**src/rtl/j_latch_pkg.sv**
```systemverilog
// Shared types and helpers for the Jerry settable-latch bank.
// Channel widths up to MAX_WIDTH bits are supported by ALL_ONES.
package j_latch_pkg;

  localparam int MAX_WIDTH = 64;
  localparam logic [MAX_WIDTH-1:0] ALL_ONES = '1;

  typedef enum logic [1:0] {
    OP_HOLD,
    OP_SET,
    OP_LOAD,
    OP_SHIFT
  } latch_op_t;

  function automatic int chan_slice(input int i, input int w);
    return i * w;
  endfunction

endpackage

```
**src/rtl/j_slatch_bank_if.sv**
```systemverilog
// Bus bundle of the latch bank: emulated latch clock, load/set/shift controls, contents.
interface j_slatch_bank_if #(
  parameter int CHANNELS = 4,
  parameter int WIDTH    = 8
);

  logic                      cp;
  logic [CHANNELS-1:0]       en;
  logic [CHANNELS*WIDTH-1:0] d;
  logic [CHANNELS-1:0]       setl;
  logic                      shift;
  logic [WIDTH-1:0]          si;
  logic [CHANNELS*WIDTH-1:0] q;
  logic [CHANNELS-1:0]       chg;

  modport master (
    output cp, en, d, setl, shift, si,
    input  q, chg
  );

  modport slave (
    input  cp, en, d, setl, shift, si,
    output q, chg
  );

endinterface

```
**src/rtl/j_slatch_chan.sv**
```systemverilog
// One WIDTH-bit settable latch channel; the op comes pre-decoded from the bank.
// chg is registered and marks the cycle after q took a different value.
module j_slatch_chan
  import j_latch_pkg::*;
#(
  parameter int               WIDTH     = 8,
  parameter logic [WIDTH-1:0] RESET_VAL = '0
) (
  input  logic             sys_clk,
  input  logic             reset,
  input  latch_op_t        op,
  input  logic [WIDTH-1:0] load_val,
  output logic [WIDTH-1:0] q,
  output logic             chg
);

  logic [WIDTH-1:0] q_nxt;

  always_comb begin
    q_nxt = q;
    unique case (op)
      OP_SET:            q_nxt = ALL_ONES[WIDTH-1:0];
      OP_LOAD, OP_SHIFT: q_nxt = load_val;
      default:           q_nxt = q;
    endcase
  end

  // latch state and change flag
  always_ff @(posedge sys_clk) begin
    if (reset) begin
      q   <= RESET_VAL;
      chg <= 1'b0;
    end else begin
      q   <= q_nxt;
      chg <= (q_nxt != q);
    end
  end

endmodule

```
**src/rtl/j_slatch_bank.sv**
```systemverilog
// Bank of CHANNELS settable latches loaded on sampled rising edges of cp,
// with optional shift-chain mode (channel 0 takes si, channel i takes old channel i-1).
module j_slatch_bank
  import j_latch_pkg::*;
#(
  parameter int               CHANNELS  = 4,
  parameter int               WIDTH     = 8,
  parameter logic [WIDTH-1:0] RESET_VAL = '0,
  parameter bit               SHIFT_EN  = 1'b1
) (
  input  logic          sys_clk,
  input  logic          reset,
  j_slatch_bank_if.slave bus
);

  logic                      cp_d;
  logic                      cp_rise;
  logic                      shift_mode;
  logic [CHANNELS*WIDTH-1:0] q_all;
  logic [CHANNELS-1:0]       chg_all;

  // cp sampling stage; reset parks cp_d high so a held-high cp is not an edge
  always_ff @(posedge sys_clk) begin
    if (reset) cp_d <= 1'b1;
    else       cp_d <= bus.cp;
  end

  assign cp_rise = bus.cp & ~cp_d;

  if (SHIFT_EN) begin : g_shift
    assign shift_mode = bus.shift;
  end else begin : g_no_shift
    assign shift_mode = 1'b0;
  end

  for (genvar i = 0; i < CHANNELS; i++) begin : g_chan
    localparam int LO = chan_slice(i, WIDTH);

    latch_op_t        op;
    logic [WIDTH-1:0] shift_in;
    logic [WIDTH-1:0] load_val;

    if (i == 0) begin : g_head
      assign shift_in = bus.si;
    end else begin : g_link
      assign shift_in = q_all[chan_slice(i - 1, WIDTH) +: WIDTH];
    end

    always_comb begin
      op = OP_HOLD;
      if (!bus.setl[i])                op = OP_SET;
      else if (cp_rise && shift_mode)  op = OP_SHIFT;
      else if (cp_rise && bus.en[i])   op = OP_LOAD;
    end

    assign load_val = shift_mode ? shift_in : bus.d[LO +: WIDTH];

    j_slatch_chan #(
      .WIDTH    (WIDTH),
      .RESET_VAL(RESET_VAL)
    ) u_chan (
      .sys_clk (sys_clk),
      .reset   (reset),
      .op      (op),
      .load_val(load_val),
      .q       (q_all[LO +: WIDTH]),
      .chg     (chg_all[i])
    );
  end

  assign bus.q   = q_all;
  assign bus.chg = chg_all;

endmodule

```
**src/flat_wrapper.sv**
```systemverilog
// flat-port wrapper written by rule: the top's interface ports become plain ports
module j_slatch_bank_flat import j_latch_pkg::*;
#(
  parameter int               CHANNELS  = 4,
  parameter int               WIDTH     = 8,
  parameter logic [WIDTH-1:0] RESET_VAL = '0,
  parameter bit               SHIFT_EN  = 1'b1
)
  (sys_clk, reset, bus_cp, bus_en, bus_d, bus_setl, bus_shift, bus_si, bus_q, bus_chg);
  j_slatch_bank_if #(.CHANNELS(CHANNELS), .WIDTH(WIDTH)) bus_i ();
  input  logic sys_clk;
  input  logic reset;
  input wire logic [$bits(bus_i.cp)-1:0] bus_cp;
  input wire logic [$bits(bus_i.en)-1:0] bus_en;
  input wire logic [$bits(bus_i.d)-1:0] bus_d;
  input wire logic [$bits(bus_i.setl)-1:0] bus_setl;
  input wire logic [$bits(bus_i.shift)-1:0] bus_shift;
  input wire logic [$bits(bus_i.si)-1:0] bus_si;
  output wire logic [$bits(bus_i.q)-1:0] bus_q;
  output wire logic [$bits(bus_i.chg)-1:0] bus_chg;
  assign bus_i.cp = bus_cp;
  assign bus_i.en = bus_en;
  assign bus_i.d = bus_d;
  assign bus_i.setl = bus_setl;
  assign bus_i.shift = bus_shift;
  assign bus_i.si = bus_si;
  assign bus_q = bus_i.q;
  assign bus_chg = bus_i.chg;
  j_slatch_bank #(.CHANNELS(CHANNELS), .WIDTH(WIDTH), .RESET_VAL(RESET_VAL), .SHIFT_EN(SHIFT_EN)) u_core (.sys_clk(sys_clk), .reset(reset), .bus(bus_i));
endmodule
```
**config.mk**
```make
export PLATFORM = sky130hd
export DESIGN_NAME = j_slatch_bank_flat
export DESIGN_NICKNAME = d
export VERILOG_FILES = /design/src/rtl/j_latch_pkg.sv /design/src/rtl/j_slatch_bank_if.sv /design/src/rtl/j_slatch_chan.sv /design/src/rtl/j_slatch_bank.sv /design/src/flat_wrapper.sv
export SDC_FILE = /design/constraint.sdc
export NUM_CORES = 1
export LEC_CHECK = 0
export BUFFER_PORTS_ARGS = -buffer_cell sky130_fd_sc_hd__buf_2
export CORE_ASPECT_RATIO = 0.8
export CORE_MARGIN = 2
export CORE_UTILIZATION = 49
export CTS_BUF_LIST = sky130_fd_sc_hd__clkbuf_8 sky130_fd_sc_hd__clkbuf_16
export CTS_CLUSTER_DIAMETER = 50
export CTS_CLUSTER_SIZE = 28
export DETAILED_ROUTE_END_ITERATION = 8
export PLACE_DENSITY = 0.81
export SLEW_MARGIN = 25
export SYNTH_ARGS = -nofsm -noshare
export SYNTH_HDL_FRONTEND = slang
export SYNTH_HIERARCHICAL = 1
export SYNTH_SLANG_ARGS = --single-unit
```
**constraint.sdc**
```tcl
create_clock -name sys_clk -period 2.67 [get_ports sys_clk]
set_clock_uncertainty 0.2 [all_clocks]
set_input_delay 0.534 -clock sys_clk [delete_from_list [all_inputs] [get_ports sys_clk]]
set_output_delay 0.534 -clock sys_clk [all_outputs]
set_load 0.02 [all_outputs]
```
==> results.json <==
{
  "comb_power_share_pct": 25.0,
  "postSynthCellCount": 228,
  "clkSinkCount": 37,
  "power.share.clock_pct": 35.1,
  "ir_drop_mv": 0.399,
  "clockBufferDepth": 2,
  "setup_viol": 0,
  "hold_start": "bus_cp",
  "drive_gt1_share_pct": 43.9,
  "hold_path_class": "primary input to flop",
  "dr.pass1.iters": 4,
  "core_area_um2": 4260,
  "via_count": 2051,
  "gp_congestion": 0.807,
  "first_iter_violations": 159,
  "insertion_delay_ns": 0.29,
  "ant_nets": 0,
  "path_max_fanout": 37,
  "seq_power_share_pct": 39.9,
  "required_ns": 2.66,
  "seq_area_frac_synth_pct": 33.7,
  "leakagePower_nw": 1.29,
  "reg2reg_slack_ns": 0.92,
  "p_per_area_nw_per_um2": 598,
  "critPathCaptureType": "flop",
  "clk_pin_slew_ns": 0.08,
  "maxSlewHeadroom_pct": 53.4,
  "worstSetupPathType": "primary input to flop",
  "diodes": 0,
  "min_path_cells": 2,
  "grt_pass1_vias": 1815,
  "slowest_delay_ns": 0.39,
  "fin_setup_tns_ns": 0,
  "finalHoldViolCount": 0,
  "post_cts_resized": 0,
  "initial_core_util_pct": 51.6,
  "grt_overflow": 0,
  "portBuffers": 87,
  "cts_made_buffers": 5,
  "arrival_ns": 2.11,
  "rows": 21,
  "final.period_utilization_pct": 79.2,
  "post_cts_buffers": 0,
  "design.portCount": 88,
  "ys_types": 21,
  "cp_slowest_cell": "mux2_2",
  "worstPathCellList": "buf_2 > buf_12 > mux2_2 > xor2_1 > nor4_2 > nand4_1 > o31a_1",
  "place_inst": 361,
  "rsz0062_at_grt": "false",
  "max_clock_freq_mhz": 473,
  "antenna_found_initial": 0,
  "finalWirelength_um": 5710,
  "worst_pin_slew_ns": 0.699,
  "avgSynthCellArea_um2": 9.64,
  "cts-root-buf": "clkbuf_8",
  "reg2reg_from": "u_core/g_chan[1].u_chan/q[4]",
  "worstReg2RegEnd": "u_core/g_chan[2].u_chan/chg",
  "die_x_um": 78.9,
  "cts_tree": "yes",
  "p_sw_share_pct": 29.5,
  "hold_path_end": "u_core/cp_d",
  "via_per_inst": 5.56,
  "synth_seq_cells": 37,
  "die_h_um": 63.9,
  "intPower_w": 0.00117,
  "post-place-ws_ns": 0.265,
  "track_usage_pct": 21.7,
  "dp.final_hpwl_um": 4140,
  "drv_cap": 0,
  "htree_levels": 2,
  "status": "completed",
  "layout_setup_ws_ns": 0.555,
  "period_needed_ns": 2.12,
  "power.switching_w": 0.000488,
  "final_max_slew_viol_count": 0,
  "r2r_cells": 5,
  "wl_per_cell_um": 15.5,
  "hold_buffers": 0,
  "drc": 0,
  "grt_pass1_wl_um": 8650,
  "syn2layout_area_growth_pct": 25.8,
  "grt_max_degree": 38,
  "netlist_area_um2": 2200,
  "critPathLaunchType": "primary input",
  "synth_nets": 280,
  "design.die.area_um2": 5040,
  "yosys_warnings": 6,
  "stdcell_count": 369,
  "finalNetCount": 363
}
-- stage by stage --
step           hold slack [ns]  utilization [%]  instance area (um^2)  power [W]
2_1_floorplan            0.405                -                  2200   0.000956
3_3_place_gp             0.330             61.8                  2630    0.00107
3_5_place_dp             0.338             61.8                  2630    0.00108
4_1_cts                  0.260             65.0                  2770    0.00166
5_1_grt                  0.270             65.0                  2770    0.00171
6_report                 0.265             65.0                  2770    0.00166
-- power groups by stage --
| stage | sequential, W | combinational (W) | clock, W |
|---|---|---|---|
| final | 0.000660 | 0.000414 | 0.000581 |
| after detailed placement | 0.000671 | 0.000408 | 0 |
| after global routing | 0.000667 | 0.000441 | 0.000607 |
| after global placement | 0.000671 | 0.000401 | 0 |
| after floorplan | 0.000712 | 0.000244 | 0 |
| after CTS | 0.000659 | 0.000411 | 0.000586 |
-- layout make-up --
cell class / instances / area (um^2)
multi-input combinational: 175 / 1350
clock buffer: 5 / 68.8
timing repair buffer: 88 / 455
inverter: 4 / 15.0
sequential: 37 / 741
clock inverter: 3 / 65.1
tap: 57 / 71.3
fill: 356 / 1490
-- sequential cells by signal, summed over array words and instances (netlist names) --
register,flops
u_core/cp_d,1
u_core/g_chan.u_chan/chg,4
u_core/g_chan.u_chan/q,32
-- Yosys cell counts (all sizes together) --
| master | number | share of area (%) |
|---|---|---|
| nand2b | 1 | 0.28 |
| nand4 | 12 | 3.4 |
| dfxtp | 37 | 34 |
| o21ai | 8 | 1.8 |
| clkbuf | 4 | 0.68 |
| clkinv | 4 | 0.68 |
| nand2 | 4 | 0.68 |
| mux2 | 32 | 21 |
| buf | 8 | 3.5 |
| or2 | 5 | 1.4 |
| nor4 | 4 | 2.3 |
| a21oi | 4 | 0.91 |
| nand3b | 1 | 0.34 |
| xnor2 | 12 | 4.8 |
| o31a | 4 | 1.6 |
| xor2 | 20 | 8.0 |
| o22ai | 32 | 9.1 |
| nor2 | 36 | 6.1 |
-- critical path, delay by kind of cell --
kind	cells	cell delay [ns]
XOR/XNOR	1	0.18
buffers and inverters	2	0.35
AO/OA/AOI/OAI	1	0.25
multiplexers	1	0.39
AND/OR/NAND/NOR	2	0.40
-- worst max-delay path by stage --
| stage | slack (ns) | end | from | cells after the start |
|---|---|---|---|---|
| CTS | 0.57 | u_core/g_chan[0].u_chan/chg | bus_shift | 7 |
| global route | 0.50 | u_core/g_chan[0].u_chan/chg | bus_shift | 7 |
| floorplan | 0.47 | u_core/g_chan[3].u_chan/chg | bus_shift | 7 |
| detailed placement | 0.26 | u_core/g_chan[0].u_chan/chg | bus_shift | 7 |
| finish | 0.55 | u_core/g_chan[0].u_chan/chg | bus_shift | 7 |
| global placement | 0.33 | u_core/g_chan[0].u_chan/chg | bus_shift | 7 |
-- routing by layer --
layer,vias up,share of wire [%],track usage (%)
met5,-,0,0
met4,0,0.58,7.76
met3,4,7.7,4.94
met2,95,45,32.2
met1,962,47,30.8
li1,990,-,-
-- cell usage in the layout, fill, tap and decap left out --
master,synthesis,layout
o22ai_1,32,32
o31a_1,4,4
mux2_2,7,7
nand3b_1,1,1
buf_12,2,1
a21oi_1,4,4
dfxtp_1,37,37
nand2_1,4,4
bufinv_16,0,2
nand2b_1,1,1
xnor2_1,12,12
clkbuf_8,0,5
clkinv_1,4,4
nor4_2,4,4
mux2_4,25,25
xor2_1,20,20
buf_2,0,87
nor2_1,36,36
o21ai_0,8,8
nand4_1,12,12
clkinv_2,0,1
or2_2,5,5
-- logic make-up (layout without fill, tap and decap cells) --
logic type             after synthesis  count (layout)  synth area share, %
multiplexers                        32              32                 20.7
buffers and inverters               16             100                 4.89
AO/OA/AOI/OAI                       48              48                 13.4
AND/OR/NAND/NOR                     63              63                 14.6
flip-flops                          37              37                 33.7
XOR/XNOR                            32              32                 12.7
Power figures use the tool's default switching activity.
